**config.mk**
```make
export PLATFORM = sky130hd
export DESIGN_NAME = csr_regfile_flat
export DESIGN_NICKNAME = d
export VERILOG_FILES = /design/src/rtl/csr_pkg.sv /design/src/rtl/csr_regfile_if.sv /design/src/rtl/csr_timer.sv /design/src/rtl/csr_regfile.sv /design/src/flat_wrapper.sv
export SDC_FILE = /design/constraint.sdc
export NUM_CORES = 1
export LEC_CHECK = 0
export BUFFER_PORTS_ARGS = -buffer_cell sky130_fd_sc_hd__buf_4
export CAP_MARGIN = 25
export CORE_ASPECT_RATIO = 1.25
export CORE_MARGIN = 3
export CORE_UTILIZATION = 59
export CTS_BUF_LIST = sky130_fd_sc_hd__clkbuf_8
export CTS_CLUSTER_SIZE = 40
export DETAILED_ROUTE_END_ITERATION = 12
export GPL_TIMING_DRIVEN = 0
export PLACE_DENSITY = 0.8
export SLEW_MARGIN = 25
export SYNTH_ARGS = -nofsm -noshare
export SYNTH_HDL_FRONTEND = slang
export SYNTH_SLANG_ARGS = --single-unit
```
**constraint.sdc**
```tcl
create_clock -name clk -period 3 [get_ports clk]
set_input_delay 0.6 -clock clk [delete_from_list [all_inputs] [get_ports clk]]
set_output_delay 0.6 -clock clk [all_outputs]
set_load 0.01 [all_outputs]
```
**src/rtl/csr_pkg.sv**
```systemverilog
// CSR address map, per-CSR write masks, reset values and field positions shared by
// the CSR register file, its bus interface and the constant timer.
package csr_pkg;

    typedef logic [13:0] csr_addr_t;

    localparam csr_addr_t CSR_CRMD   = 14'h000;
    localparam csr_addr_t CSR_PRMD   = 14'h001;
    localparam csr_addr_t CSR_ECFG   = 14'h004;
    localparam csr_addr_t CSR_ESTAT  = 14'h005;
    localparam csr_addr_t CSR_ERA    = 14'h006;
    localparam csr_addr_t CSR_EENTRY = 14'h00c;
    localparam csr_addr_t CSR_SAVE0  = 14'h030;
    localparam csr_addr_t CSR_SAVE1  = 14'h031;
    localparam csr_addr_t CSR_SAVE2  = 14'h032;
    localparam csr_addr_t CSR_SAVE3  = 14'h033;
    localparam csr_addr_t CSR_TID    = 14'h040;
    localparam csr_addr_t CSR_TCFG   = 14'h041;
    localparam csr_addr_t CSR_TVAL   = 14'h042;
    localparam csr_addr_t CSR_TICLR  = 14'h044;

    localparam logic [31:0] MASK_CRMD   = 32'h0000_01ff;
    localparam logic [31:0] MASK_PRMD   = 32'h0000_0007;
    localparam logic [31:0] MASK_ECFG   = 32'h0000_1bff;
    localparam logic [31:0] MASK_ESTAT  = 32'h0000_0003;
    localparam logic [31:0] MASK_EENTRY = 32'hffff_ffc0;

    localparam logic [31:0] RST_CRMD = 32'h0000_0008;

    localparam int CRMD_IE       = 2;
    localparam int ESTAT_TI      = 11;
    localparam int TCFG_EN       = 0;
    localparam int TCFG_PERIODIC = 1;

    typedef enum logic [5:0] {
        ECODE_INT  = 6'h00,
        ECODE_PIL  = 6'h01,
        ECODE_PIS  = 6'h02,
        ECODE_PIF  = 6'h03,
        ECODE_PME  = 6'h04,
        ECODE_PPI  = 6'h07,
        ECODE_ADE  = 6'h08,
        ECODE_ALE  = 6'h09,
        ECODE_SYS  = 6'h0b,
        ECODE_BRK  = 6'h0c,
        ECODE_INE  = 6'h0d,
        ECODE_IPE  = 6'h0e,
        ECODE_FPD  = 6'h0f,
        ECODE_TLBR = 6'h3f
    } csr_ecode_e;

    function automatic logic [31:0] csr_merge(input logic [31:0] old_val,
                                              input logic [31:0] wdata,
                                              input logic [31:0] mask);
        return (old_val & ~mask) | (wdata & mask);
    endfunction

endpackage

```
**src/rtl/csr_regfile_if.sv**
```systemverilog
// Bus bundle between the pipeline (master: execute read port, WB commit port, interrupt lines)
// and the CSR register file (slave).
interface csr_regfile_if;
    import csr_pkg::*;

    csr_addr_t   rd_addr;
    logic [31:0] rd_data;
    logic        wr_en;
    csr_addr_t   wr_addr;
    logic [31:0] wr_data;
    logic        excp_valid;
    logic [5:0]  excp_ecode;
    logic [8:0]  excp_subcode;
    logic [31:0] excp_pc;
    logic        ertn_valid;
    logic [7:0]  hw_int;
    logic [31:0] excp_entry;
    logic [31:0] era_out;
    logic        int_pending;

    modport master (
        output rd_addr, wr_en, wr_addr, wr_data,
        output excp_valid, excp_ecode, excp_subcode, excp_pc, ertn_valid, hw_int,
        input  rd_data, excp_entry, era_out, int_pending
    );

    modport slave (
        input  rd_addr, wr_en, wr_addr, wr_data,
        input  excp_valid, excp_ecode, excp_subcode, excp_pc, ertn_valid, hw_int,
        output rd_data, excp_entry, era_out, int_pending
    );

endinterface

```
**src/rtl/csr_timer.sv**
```systemverilog
// Constant timer: TCFG/TVAL storage, down-counter with optional periodic reload and a
// one-cycle TI-set pulse on the TVAL 1->0 transition.
module csr_timer
    import csr_pkg::*;
(
    input  logic        clk,
    input  logic        rst_n,
    input  logic        i_tcfg_we,
    input  logic [31:0] i_wr_data,
    output logic [31:0] o_tcfg,
    output logic [31:0] o_tval,
    output logic        o_ti_set
);

    logic [31:0] r_tcfg;
    logic [31:0] r_tval;
    logic        w_en;
    logic        w_periodic;
    logic [31:0] w_reload;

    assign w_en       = r_tcfg[TCFG_EN];
    assign w_periodic = r_tcfg[TCFG_PERIODIC];
    assign w_reload   = {r_tcfg[31:2], 2'b00};

    // A TCFG write in the same cycle restarts the count, so no 1->0 transition happens.
    assign o_ti_set = w_en & (r_tval == 32'd1) & ~i_tcfg_we;

    always_ff @(posedge clk or negedge rst_n) begin
        if (!rst_n) begin
            r_tcfg <= '0;
            r_tval <= '0;
        end else if (i_tcfg_we) begin
            r_tcfg <= i_wr_data;
            r_tval <= {i_wr_data[31:2], 2'b00};
        end else if (w_en) begin
            if (r_tval != 32'd0) begin
                r_tval <= r_tval - 32'd1;
            end else if (w_periodic) begin
                r_tval <= w_reload;
            end
        end
    end

    assign o_tcfg = r_tcfg;
    assign o_tval = r_tval;

endmodule

```
**src/rtl/csr_regfile.sv**
```systemverilog
// Architectural CSR file: committed writes from WB, exception/ertn state update, interrupt pending.
// Define CSR_TIMER_EN to build the constant timer (TCFG/TVAL/TICLR and ESTAT.TI).
module csr_regfile
    import csr_pkg::*;
#(
    parameter logic [31:0] TID_RESET    = 32'h0,
    parameter logic [31:0] EENTRY_RESET = 32'h0
) (
    input  logic         clk,
    input  logic         rst_n,
    csr_regfile_if.slave bus
);

    logic [31:0] r_crmd;
    logic [31:0] r_prmd;
    logic [31:0] r_ecfg;
    logic [31:0] r_estat;
    logic [31:0] r_era;
    logic [31:0] r_eentry;
    logic [31:0] r_tid;
    logic [31:0] r_save [4];

    logic        w_wr;
    logic        w_ertn;
    logic        w_we_crmd;
    logic        w_we_prmd;
    logic        w_we_ecfg;
    logic        w_we_estat;
    logic        w_we_era;
    logic        w_we_eentry;
    logic        w_we_save;
    logic        w_we_tid;
    logic        w_ticlr;
    logic        w_ti_set;
    logic [31:0] w_tcfg;
    logic [31:0] w_tval;
    logic [31:0] w_rd_data;

    // The faulting instruction never commits, so an exception drops every same-cycle write.
    assign w_wr   = bus.wr_en & ~bus.excp_valid;
    assign w_ertn = bus.ertn_valid & ~bus.excp_valid;

    assign w_we_crmd   = w_wr && (bus.wr_addr == CSR_CRMD) && !w_ertn;
    assign w_we_prmd   = w_wr && (bus.wr_addr == CSR_PRMD);
    assign w_we_ecfg   = w_wr && (bus.wr_addr == CSR_ECFG);
    assign w_we_estat  = w_wr && (bus.wr_addr == CSR_ESTAT);
    assign w_we_era    = w_wr && (bus.wr_addr == CSR_ERA);
    assign w_we_eentry = w_wr && (bus.wr_addr == CSR_EENTRY);
    assign w_we_save   = w_wr && (bus.wr_addr[13:2] == CSR_SAVE0[13:2]);
    assign w_we_tid    = w_wr && (bus.wr_addr == CSR_TID);
    assign w_ticlr     = w_wr && (bus.wr_addr == CSR_TICLR) && bus.wr_data[0];

`ifdef CSR_TIMER_EN
    logic w_we_tcfg;

    assign w_we_tcfg = w_wr && (bus.wr_addr == CSR_TCFG);

    csr_timer u_timer (
        .clk       (clk),
        .rst_n     (rst_n),
        .i_tcfg_we (w_we_tcfg),
        .i_wr_data (bus.wr_data),
        .o_tcfg    (w_tcfg),
        .o_tval    (w_tval),
        .o_ti_set  (w_ti_set)
    );
`else
    assign w_tcfg   = '0;
    assign w_tval   = '0;
    assign w_ti_set = 1'b0;
`endif

    always_ff @(posedge clk or negedge rst_n) begin
        if (!rst_n) begin
            r_crmd <= RST_CRMD;
        end else if (bus.excp_valid) begin
            r_crmd[2:0] <= 3'b000;
        end else if (w_ertn) begin
            r_crmd[2:0] <= r_prmd[2:0];
        end else if (w_we_crmd) begin
            r_crmd <= csr_merge(r_crmd, bus.wr_data, MASK_CRMD);
        end
    end

    always_ff @(posedge clk or negedge rst_n) begin
        if (!rst_n) begin
            r_prmd <= '0;
        end else if (bus.excp_valid) begin
            r_prmd[2:0] <= r_crmd[2:0];
        end else if (w_we_prmd) begin
            r_prmd <= csr_merge(r_prmd, bus.wr_data, MASK_PRMD);
        end
    end

    always_ff @(posedge clk or negedge rst_n) begin
        if (!rst_n) begin
            r_era <= '0;
        end else if (bus.excp_valid) begin
            r_era <= bus.excp_pc;
        end else if (w_we_era) begin
            r_era <= bus.wr_data;
        end
    end

    // ESTAT: software bits [1:0], sampled hw lines [9:2], timer TI [11], Ecode/EsubCode on exception.
    always_ff @(posedge clk or negedge rst_n) begin
        if (!rst_n) begin
            r_estat <= '0;
        end else begin
            r_estat[9:2]     <= bus.hw_int;
            r_estat[ESTAT_TI] <= w_ti_set | (r_estat[ESTAT_TI] & ~w_ticlr);
            if (bus.excp_valid) begin
                r_estat[21:16] <= bus.excp_ecode;
                r_estat[30:22] <= bus.excp_subcode;
            end
            if (w_we_estat) begin
                r_estat[1:0] <= bus.wr_data[1:0];
            end
        end
    end

    always_ff @(posedge clk or negedge rst_n) begin
        if (!rst_n) begin
            r_ecfg   <= '0;
            r_eentry <= EENTRY_RESET & MASK_EENTRY;
            r_tid    <= TID_RESET;
        end else begin
            if (w_we_ecfg) begin
                r_ecfg <= csr_merge(r_ecfg, bus.wr_data, MASK_ECFG);
            end
            if (w_we_eentry) begin
                r_eentry <= csr_merge(r_eentry, bus.wr_data, MASK_EENTRY);
            end
            if (w_we_tid) begin
                r_tid <= bus.wr_data;
            end
        end
    end

    always_ff @(posedge clk or negedge rst_n) begin
        if (!rst_n) begin
            for (int i = 0; i < 4; i++) begin
                r_save[i] <= '0;
            end
        end else if (w_we_save) begin
            r_save[bus.wr_addr[1:0]] <= bus.wr_data;
        end
    end

    // Reads see committed state only; execute forwards in-flight writes itself.
    always_comb begin
        w_rd_data = '0;
        case (bus.rd_addr)
            CSR_CRMD:   w_rd_data = r_crmd;
            CSR_PRMD:   w_rd_data = r_prmd;
            CSR_ECFG:   w_rd_data = r_ecfg;
            CSR_ESTAT:  w_rd_data = r_estat;
            CSR_ERA:    w_rd_data = r_era;
            CSR_EENTRY: w_rd_data = r_eentry;
            CSR_SAVE0:  w_rd_data = r_save[0];
            CSR_SAVE1:  w_rd_data = r_save[1];
            CSR_SAVE2:  w_rd_data = r_save[2];
            CSR_SAVE3:  w_rd_data = r_save[3];
            CSR_TID:    w_rd_data = r_tid;
            CSR_TCFG:   w_rd_data = w_tcfg;
            CSR_TVAL:   w_rd_data = w_tval;
            default:    w_rd_data = '0;
        endcase
    end

    assign bus.rd_data     = w_rd_data;
    assign bus.excp_entry  = r_eentry;
    assign bus.era_out     = r_era;
    assign bus.int_pending = r_crmd[CRMD_IE] & (|(r_estat[12:0] & r_ecfg[12:0]));

endmodule

```
**src/flat_wrapper.sv**
```systemverilog
// flat-port wrapper written by rule: the top's interface ports become plain ports
module csr_regfile_flat import csr_pkg::*;
#(
    parameter logic [31:0] TID_RESET    = 32'h0,
    parameter logic [31:0] EENTRY_RESET = 32'h0
)
  (clk, rst_n, bus_rd_addr, bus_wr_en, bus_wr_addr, bus_wr_data, bus_excp_valid, bus_excp_ecode, bus_excp_subcode, bus_excp_pc, bus_ertn_valid, bus_hw_int, bus_rd_data, bus_excp_entry, bus_era_out, bus_int_pending);
  csr_regfile_if bus_i ();
  input  logic clk;
  input  logic rst_n;
  input wire logic [$bits(bus_i.rd_addr)-1:0] bus_rd_addr;
  input wire logic [$bits(bus_i.wr_en)-1:0] bus_wr_en;
  input wire logic [$bits(bus_i.wr_addr)-1:0] bus_wr_addr;
  input wire logic [$bits(bus_i.wr_data)-1:0] bus_wr_data;
  input wire logic [$bits(bus_i.excp_valid)-1:0] bus_excp_valid;
  input wire logic [$bits(bus_i.excp_ecode)-1:0] bus_excp_ecode;
  input wire logic [$bits(bus_i.excp_subcode)-1:0] bus_excp_subcode;
  input wire logic [$bits(bus_i.excp_pc)-1:0] bus_excp_pc;
  input wire logic [$bits(bus_i.ertn_valid)-1:0] bus_ertn_valid;
  input wire logic [$bits(bus_i.hw_int)-1:0] bus_hw_int;
  output wire logic [$bits(bus_i.rd_data)-1:0] bus_rd_data;
  output wire logic [$bits(bus_i.excp_entry)-1:0] bus_excp_entry;
  output wire logic [$bits(bus_i.era_out)-1:0] bus_era_out;
  output wire logic [$bits(bus_i.int_pending)-1:0] bus_int_pending;
  assign bus_i.rd_addr = bus_rd_addr;
  assign bus_i.wr_en = bus_wr_en;
  assign bus_i.wr_addr = bus_wr_addr;
  assign bus_i.wr_data = bus_wr_data;
  assign bus_i.excp_valid = bus_excp_valid;
  assign bus_i.excp_ecode = bus_excp_ecode;
  assign bus_i.excp_subcode = bus_excp_subcode;
  assign bus_i.excp_pc = bus_excp_pc;
  assign bus_i.ertn_valid = bus_ertn_valid;
  assign bus_i.hw_int = bus_hw_int;
  assign bus_rd_data = bus_i.rd_data;
  assign bus_excp_entry = bus_i.excp_entry;
  assign bus_era_out = bus_i.era_out;
  assign bus_int_pending = bus_i.int_pending;
  csr_regfile #(.TID_RESET(TID_RESET), .EENTRY_RESET(EENTRY_RESET)) u_core (.clk(clk), .rst_n(rst_n), .bus(bus_i));
endmodule
```
==> results of run 1 <==
power by group through the flow:
stage / logic, mW / registers, mW / clock network, mW
2_1_floorplan: 0.180 / 3.81 / 0
3_3_place_gp: 0.559 / 3.81 / 0
3_5_place_dp: 0.589 / 3.81 / 0
4_1_cts: 0.610 / 3.75 / 3.13
5_1_grt: 0.672 / 3.76 / 3.32
6_report: 0.623 / 3.75 / 3.12
cell families after synthesis:
family | after synthesis | synth area share
muxes | 302 | 0.267
DFF | 268 | 0.523
AOI/OAI and AO/OA | 189 | 0.107
and+or+nand+nor | 169 | 0.0715
buffers and inverters | 74 | 0.0312
other | 1 | 0.000292
what timing repair did:
item	in CTS	in global routing
buffers inserted	13	8
endpoints found under the setup margin	32	31
hold endpoints to repair	55	0
gates cloned	1	0
hold buffers	1	0
pin swaps	7	8
gates resized for setup	77	30
routing by layer:
layer	part of all wire	vias to the layer above	global-route usage
met5	0	-	0
met4	0.052	0	0.153
met3	0.084	166	0.0674
met2	0.48	588	0.561
met1	0.39	5208	0.454
li1	-	4311	-
state kept, by name (all words and copies together), names as in the netlist:
register and flops:
u_core.r_save 128, u_core.bus.era_out 32, u_core.r_tid 32, u_core.bus.excp_entry 26
u_core.r_estat 26, u_core.r_ecfg 12, u_core.r_crmd 9, u_core.r_prmd 3
final timing paths:
path / start / endpoint / slack, ns / cells after the start
worst min-delay path: bus_hw_int[6] / u_core.r_estat[8]$_DFF_PN0_ / 0.15 / 1
worst min register to register: u_core.r_save[103]$_DFFE_PN0P_ / u_core.r_save[103]$_DFFE_PN0P_ / 0.49 / 1
max in group asynchronous: rst_n / u_core.r_save[49]$_DFFE_PN0P_ / 1.31 / 4
worst max register to register: u_core.r_crmd[2]$_DFFE_PN0P_ / u_core.r_crmd[2]$_DFFE_PN0P_ / 2.09 / 2
worst max-delay path: bus_rd_addr[10] / bus_rd_data[21] / -0.02 / 9
min in group asynchronous: rst_n / u_core.r_estat[0]$_DFFE_PN0P_ / 0.57 / 2
per-stage QoR:
stage	hold slack, ns	worst slack (ns)	TNS (ns)	util
after floorplan	0.304	0.0721	0	-
after global placement	0.462	-1.57	-272.87	0.698
after detailed placement	0.473	-1.44	-37.76	0.703
after CTS	0.132	0.00699	0	0.760
after global routing	0.128	-0.0359	-0.0363	0.767
final	0.148	-0.0155	-0.0155	0.767
final cells by class:
type / instances / area [um2] / share of cell area
Timing Repair Buffer: 233 / 1840 / 0.114
Sequential cell: 268 / 6710 / 0.414
Clock inverter: 19 / 97.6 / 0.00603
Buffer: 68 / 485 / 0.0300
Inverter: 1 / 3.75 / 0.000232
Multi-Input combinational cell: 666 / 5950 / 0.368
Clock buffer: 55 / 757 / 0.0468
Tap cell: 274 / 343 / 0.0212
worst max-delay path, stage by stage:
cell,delay [ns]
buf_4,0.12
nor4_4,0.39
nand2_1,0.19
buf_4,0.25
nor2_4,0.16
buf_4,0.21
a32oi_1,0.12
o211ai_1,0.17
buf_4,0.19
placed cells by master, fill, tap and decap left out, types with 5 or more instances in the layout:
cell / synthesis / routed
dfrtp_1: 267 / 267
buf_4: 11 / 236
mux2_2: 186 / 186
mux2i_1: 76 / 76
nand2_1: 66 / 63
clkbuf_8: 0 / 57
a22oi_1: 42 / 42
o21ai_0: 35 / 34
mux2_4: 30 / 30
nor2_1: 36 / 29
buf_2: 14 / 19
a22o_1: 16 / 16
o211ai_1: 16 / 16
a21oi_1: 14 / 14
inv_1: 1 / 13
a222oi_1: 12 / 12
clkbuf_4: 0 / 11
clkbuf_1: 38 / 10
mux2_1: 9 / 9
o22ai_1: 9 / 8
nor4_4: 4 / 7
nand3_1: 8 / 7
a32o_1: 7 / 7
buf_6: 2 / 7
a211oi_1: 7 / 7
nor2_4: 0 / 6
o221ai_1: 7 / 6
o21ai_1: 5 / 6
conb_1: 1 / 6
clkbuf_2: 0 / 5
a32oi_1: 5 / 5
clkinv_2: 0 / 5
==> impl_metrics.json, run 1 <==
{
  "syn_area_um2": 12800,
  "outcome": "complete, but fails checks",
  "tritoncts": "built",
  "final_hold_viol_count": 0,
  "ant_nets": 0,
  "violations": "negative setup slack",
  "yosys_warnings": 6,
  "crit_arrival_ns": 2.42,
  "drv_slew": 0,
  "peakVddDrop_v": 0.000332,
  "intPower_mw": 5.61,
  "max_freq_mhz": 332,
  "endpoint_kind": "output pin",
  "clk_latency_ns": 0.55,
  "die_area_um2": 23600,
  "n_antenna_cell": 0,
  "dp_cells": 1492,
  "post-route-period-util": 1.01,
  "worst_slack_ns": -0.0155,
  "grt_setup_unrepaired": "yes",
  "grt_pass1_vias": 10594,
  "relSlewSlack": 0.483,
  "p_comb_frac": 0.083,
  "die_width_um": 138,
  "core_um2": 21100,
  "startpoint_type": "input pin",
  "hold_class": "in -> reg",
  "syn_avg_cell_area_um2": 12.8,
  "antenna_found_initial": 0,
  "clock_sinks": 268,
  "synth_area_leaders": "dfrtp_1 (52%), mux2_2 (16%), mux2i_1 (5.9%)",
  "wl_per_cell_um": 25.7,
  "synth_edf_count": 0,
  "netlist.area_leader.share": 0.521,
  "synth_top_area_cell": "dfrtp_1",
  "finalSetupViolCount": 1,
  "pwr-share-clk": 0.416,
  "first_pass_iters": 8,
  "synth_most_common_cell": "dfrtp_1",
  "clk_pin_slew_ns": 0.07,
  "switching_power_mw": 1.89,
  "wirelength_mm": 40.6,
  "overflow": 0,
  "track_usage": 0.346,
  "path_class": "in -> out",
  "switching_share": 0.252,
  "yosys-top-cells-count": "dfrtp_1 (267), mux2_2 (186), mux2i_1 (76)",
  "ys.flop_type": "dfrtp_1",
  "routed_via_density": 6.49,
  "p_leak_nw": 7.85,
  "vias": 10273,
  "synthToLayoutAreaGrowth_pct": 26.2,
  "power.density_nw_per_um2": 463,
  "die_y_um": 171,
  "cts_buffer_depth": 3,
  "tightest_slew_ns": 0.776,
  "layout-drive-gt1-share": 0.466,
  "cp_max_fo": 10,
  "drc": 0,
  "io_pins": 217,
  "netlist-cell-type-count": 62,
  "fin_cells": 1584,
  "ys_ff_latch": 268,
  "num-fill-cells": 1405,
  "gp_congestion": 0.944,
  "cts_made_buffers": 43,
  "seq_power_share": 0.501,
  "place_area_um2": 14900,
  "dpl.hpwl_mm": 27.7,
  "layout_min_cycle_time_ns": 3.02,
  "ctsHtreeMaxLevel": 2,
  "worstPathRequired_ns": 2.40,
  "floorplan.initialDensity": 0.608,
  "portBuffers": 206,
  "fin_skew_ns": 0.00316,
  "placementRows": 59,
  "finalPower_mw": 7.49,
  "design_area_um2": 16200,
  "grt_max_degree": 85,
  "drtIter0Drc": 962,
  "maxCapViolCount": 0,
  "yosysSeqAreaShare": 0.523,
  "root_buffer": "clkbuf_8",
  "grt_pass1_wl_mm": 61.7,
  "layout.nets": 1401,
  "synthCells": 1003,
  "synthArstFlopShare": 1.00
}
No activity file was read; power rests on OpenSTA's default activity.
==> run 2: changes to the inputs <==
CORE_UTILIZATION = 63   (was 59)
PLACE_DENSITY = 0.85   (was 0.8)
clock period = 3.9 ns   (was 3 ns; I/O delays follow)
==> run 2 against run 1 <==
Compared with the run above: the flow now finishes without violations; first-iteration DRC count increased by 27%; register-to-register slack improved by 0.88 ns; worst hold slack improved by 0.066 ns; setup slack improved by 0.038 ns; cell count decreased by 1.6%; global-route usage increased by 1.1 points; die area decreased by 6.1%; largest cell class unchanged; largest power group unchanged.
==> impl_metrics.json, run 2 (synthesized netlist as in run 1, its figures left out) <==
{
  "design_area_um2": 15800,
  "max_freq_mhz": 258,
  "post-route-period-util": 0.994,
  "crit_cells": 7,
  "crit_top_cell": "buf_4",
  "clk_pin_slew_ns": 0.06,
  "hold_class": "in -> async",
  "outcome": "finished, final reports clean",
  "tritoncts": "built",
  "worstPathRequired_ns": 3.12,
  "fin_skew_ns": 0.000628,
  "root_buffer": "clkbuf_8",
  "critPathLaunch": "bus_rd_addr[1]",
  "io_pins": 217,
  "path_class": "in -> out",
  "largest_register_ff_count": 128,
  "cts_made_buffers": 43,
  "layout_min_cycle_time_ns": 3.88,
  "final.setup.tns_ns": 0,
  "track_usage": 0.357,
  "p_leak_nw": 7.63,
  "final_core_util": 0.798,
  "cp-endpoint": "bus_rd_data[31]",
  "ctsHoldBuffers": 0,
  "peakVddDrop_v": 0.000274,
  "tightest_slew_ns": 0.884,
  "ff2ff_path_depth": 2,
  "die_y_um": 166,
  "final_common_cell": "dfrtp_1",
  "layout.nets": 1387,
  "slowest_stage": "and3_1",
  "overflow": 0,
  "placementRows": 57,
  "crit_arrival_ns": 3.10,
  "path_buf_inv": 3,
  "dpl.hpwl_mm": 27.2,
  "relSlewSlack": 0.411,
  "wirelength_mm": 39.7,
  "finalSetupViolCount": 0,
  "grt_pass1_wl_mm": 60.2,
  "power.density_nw_per_um2": 359,
  "cpPeakStageDelay_ns": 0.64,
  "cp_max_fo": 10,
  "grt_max_degree": 97,
  "floorplan.initialDensity": 0.649,
  "crit_chain": "buf_4 -> clkbuf_1 -> nor2b_1 -> and3_1 -> a22oi_1 -> o221ai_1 -> buf_4",
  "hold_ws_ns": 0.214,
  "critical-path-top-delay-family": "simple AND/OR/NAND/NOR gates",
  "maxCapViolCount": 0,
  "drv_slew": 0,
  "ff2ff_setup_slack_ns": 2.97,
  "layout-drive-gt1-share": 0.430,
  "n_antenna_cell": 0,
  "drtIter0Drc": 1225,
  "top_register": "u_core.r_save",
  "vias": 10233,
  "grt_pass1_vias": 10512,
  "drc": 0,
  "antenna_found_initial": 0,
  "place_area_um2": 14800,
  "cts_buffer_depth": 3,
  "r2r_start": "u_core.bus.era_out[11]$_DFFE_PN0P_",
  "clk_latency_ns": 0.54,
  "core_um2": 19800,
  "final_cell_mix": "dfrtp_1 (267), buf_4 (224), mux2_2 (186), mux2i_1 (76), nand2_1 (64)",
  "startpoint_type": "input pin",
  "grt_setup_unrepaired": "no",
  "r2r_end": "u_core.bus.era_out[11]$_DFFE_PN0P_",
  "first_pass_iters": 6,
  "die_width_um": 134,
  "ctsHtreeMaxLevel": 2,
  "gp_congestion": 0.986,
  "synthToLayoutAreaGrowth_pct": 22.9,
  "finalPower_mw": 5.65,
  "portBuffers": 206,
  "num-fill-cells": 1197,
  "wl_per_cell_um": 25.5,
  "ant_nets": 0,
  "die_area_um2": 22100,
  "clock_sinks": 268,
  "final_hold_viol_count": 0,
  "routed_via_density": 6.56,
  "endpoint_kind": "output pin"
}
-- run 2: cell count changes in the layout (fill, tap and decap cells not counted), sizes merged --
cell	before	now
buf	272	251
clkbuf	83	89
clkinv	6	2
clkinvlp	0	1
dlygate4sd3	1	0
inv	14	17
-- run 2: cell type report --
cell class,count,area (um2),share of cell area
inverters,1,3.75,0.000238
repair buffers,216,1670,0.106
clock buffers,53,729,0.0463
clock inverters,19,82.6,0.00524
plain buffers,71,408,0.0259
flip-flops and latches,268,6710,0.425
multi-input cells,666,5830,0.370
well taps,265,332,0.0210
-- run 2: stage by stage --
step / cells / worst slack (ns)
global route: 1559 / 0.0270
floorplan: 1008 / 0.612
CTS: 1556 / 0.00312
detailed placement: 1482 / -0.938
finish: 1559 / 0.0220
global placement: 1479 / -0.954
-- run 2: worst min path at each step --
stage / slack, ns / cells after the start / endpoint / startpoint
after floorplan: 0.45 / 1 / u_core.r_tid[0]$_DFFE_PN0P_ / u_core.r_tid[0]$_DFFE_PN0P_
after global placement: 0.46 / 1 / u_core.r_save[6]$_DFFE_PN0P_ / u_core.r_save[6]$_DFFE_PN0P_
after detailed placement: 0.48 / 1 / u_core.r_save[19]$_DFFE_PN0P_ / u_core.r_save[19]$_DFFE_PN0P_
after CTS: 0.23 / 1 / u_core.r_estat[1]$_DFFE_PN0P_ / rst_n
after global routing: 0.26 / 1 / u_core.r_estat[1]$_DFFE_PN0P_ / rst_n
final: 0.21 / 1 / u_core.r_estat[1]$_DFFE_PN0P_ / rst_n
-- run 2: where the power goes --
part	total [mW]	leakage [nW]	switching [mW]	internal, mW
logic	0.455	3.53	0.262	0.192
clock network	2.31	0.473	1.09	1.22
registers	2.89	3.63	0.0517	2.84
total	5.65	7.63	1.41	4.25
-- run 2: worst register-to-register path, delay by kind of cell, from the launching register on --
| kind | cells | cell delay [ns] |
|---|---|---|
| flip-flops | 1 | 0.47 |
| AO/OA/AOI/OAI | 1 | 0.25 |
| multiplexers | 1 | 0.10 |
-- run 2: timing repair --
action | CTS | global route
resized for setup | 21 | 18
buffers inserted | 2 | 5
hold endpoints to repair | 0 | 0
endpoints found under the setup margin | 28 | 29
pin swaps | 2 | 2
-- run 2: per-layer routing --
layer | track usage | wire (um)
met1 | 0.458 | 14900
met2 | 0.593 | 19200
met3 | 0.0745 | 3750
met4 | 0.156 | 1930
met5 | 0 | 0
==> run 3: changes to the inputs <==
CORE_MARGIN = 2   (was 3)
CORE_UTILIZATION = 25   (was 63)
CTS_CLUSTER_DIAMETER = 30   (was not set)
PLACE_DENSITY = 0.39   (was 0.85)
==> run 3 against run 2 <==
Compared with the run above: maximum frequency grew 0.24%; highest routed layer unchanged; total power rose by 40%; flip-flop and latch count is the same; die area up 140%; utilization is 46 points lower.
==> impl_metrics.json, run 3 (synthesized netlist as in run 1, its figures left out) <==
{
  "largest_register_ff_count": 128,
  "floorplan.initialDensity": 0.254,
  "layout_min_cycle_time_ns": 3.87,
  "top_register": "u_core.r_save",
  "ff2ff_path_depth": 2,
  "placementRows": 92,
  "synthToLayoutAreaGrowth_pct": 35.1,
  "clock_sinks": 268,
  "final.setup.tns_ns": 0,
  "met2_usage": 0.317,
  "dp_cells": 1877,
  "power.density_nw_per_um2": 455,
  "post-place-ws_ns": -1.62,
  "clk_pin_slew_ns": 0.05,
  "r2r_end": "u_core.r_crmd[2]$_DFFE_PN0P_",
  "path_buf_inv": 4,
  "core_um2": 50500,
  "vias": 9850,
  "crit_chain": "buf_4 -> buf_1 -> nor3_1 -> nand2_4 -> clkbuf_2 -> nor2_1 -> a21oi_1 -> o211ai_1 -> buf_4",
  "grt_pass1_wl_mm": 74.4,
  "final_cell_mix": "dfrtp_1 (267), buf_4 (225), mux2_2 (186), clkbuf_8 (87), mux2i_1 (76)",
  "wirelength_mm": 51.1,
  "design_area_um2": 17300,
  "grt_setup_unrepaired": "yes",
  "ctsHtreeMaxLevel": 3,
  "crit_arrival_ns": 3.09,
  "place_area_um2": 15400,
  "grt_pass1_vias": 10639,
  "antenna_found_initial": 1,
  "final_core_util": 0.343,
  "final_common_cell": "dfrtp_1",
  "slowest_stage": "nor3_1",
  "io_pins": 217,
  "relSlewSlack": 0.403,
  "startpoint_type": "input pin",
  "drc": 0,
  "root_buffer": "clkbuf_8",
  "ctsHoldBuffers": 0,
  "clk_latency_ns": 0.61,
  "finalPower_mw": 7.89,
  "peakVddDrop_v": 0.000172,
  "dpl.hpwl_mm": 35.6,
  "tritoncts": "built",
  "first_pass_iters": 5,
  "hold_ws_ns": 0.0526,
  "path_class": "in -> out",
  "cts_buffer_depth": 3,
  "num-fill-cells": 5122,
  "maxCapViolCount": 0,
  "die_y_um": 257,
  "finalSetupViolCount": 0,
  "worstPathRequired_ns": 3.12,
  "final_hold_viol_count": 0,
  "drv_slew": 0,
  "hold_class": "in -> async",
  "crit_top_cell": "buf_4",
  "grt_max_degree": 84,
  "tightest_slew_ns": 0.896,
  "gp_congestion": 0.815,
  "max_freq_mhz": 258,
  "cts_made_buffers": 72,
  "gr-usage-met1": 0.253,
  "cpPeakStageDelay_ns": 0.57,
  "critical-path-top-delay-family": "simple AND/OR/NAND/NOR gates",
  "die_width_um": 207,
  "endpoint_kind": "output pin",
  "grt_use_met3": 0.0344,
  "ff2ff_setup_slack_ns": 3.02,
  "routed_via_density": 4.90,
  "worst_slack_ns": 0.0313,
  "track_usage": 0.193,
  "post-route-period-util": 0.992,
  "fin_skew_ns": 0.00721,
  "r2r_start": "u_core.r_crmd[2]$_DFFE_PN0P_",
  "die_area_um2": 53200,
  "wl_per_cell_um": 25.4,
  "drtIter0Drc": 565,
  "outcome": "finished, final reports clean",
  "grt_busiest_layer": "met2",
  "layout.nets": 1419,
  "fin_cells": 2012,
  "cp_max_fo": 10,
  "layout-drive-gt1-share": 0.469,
  "portBuffers": 206,
  "ant_nets": 0,
  "p_leak_nw": 8.16,
  "overflow": 0
}
run 3: worst max-delay path by stage:
stage                        start               to  slack (ns)  cells after the start
floorplan           bus_rd_addr[9]  bus_rd_data[20]        0.61                      6
global placement    bus_rd_addr[9]  bus_rd_data[11]       -1.60                      9
detailed placement  bus_rd_addr[9]  bus_rd_data[11]       -1.62                      9
CTS                 bus_rd_addr[1]   bus_rd_data[7]        0.01                      9
global route        bus_rd_addr[0]   bus_rd_data[4]       -0.08                      8
finish              bus_rd_addr[0]  bus_rd_data[29]        0.03                      9
run 3: report_power, final:
group,internal [mW],switching (mW)
registers,2.84,0.0531
clock network,3.01,1.50
logic,0.198,0.285
run 3: routing by layer:
layer | vias up | wire length [um]
met2 | 323 | 24800
met3 | 75 | 2910
li1 | 4385 | -
met4 | 0 | 1460
met5 | - | 0
met1 | 5067 | 21900
run 3: cell type report:
cell class	instances	area, um2	share of cell area
Antenna cell	1	2.50	0.000144
Buffer	71	435	0.0251
Clock buffer	87	1200	0.0691
Clock inverter	41	578	0.0334
Inverter	1	3.75	0.000217
Multi-Input combinational cell	666	5870	0.338
Sequential cell	268	6710	0.387
Tap cell	658	823	0.0475
Timing Repair Buffer	219	1720	0.0990
run 3: what timing repair did:
action,CTS,global route
setup endpoints to repair,32,32
hold endpoints to repair,0,0
buffers inserted,5,3
gates resized for setup,38,10
pin swaps,5,1
run 3: worst reg2reg max path: cells and delay by family (launching register included):
family	cells	cell delay, ns
mux	1	0.11
flops	1	0.45
compound gates	1	0.23
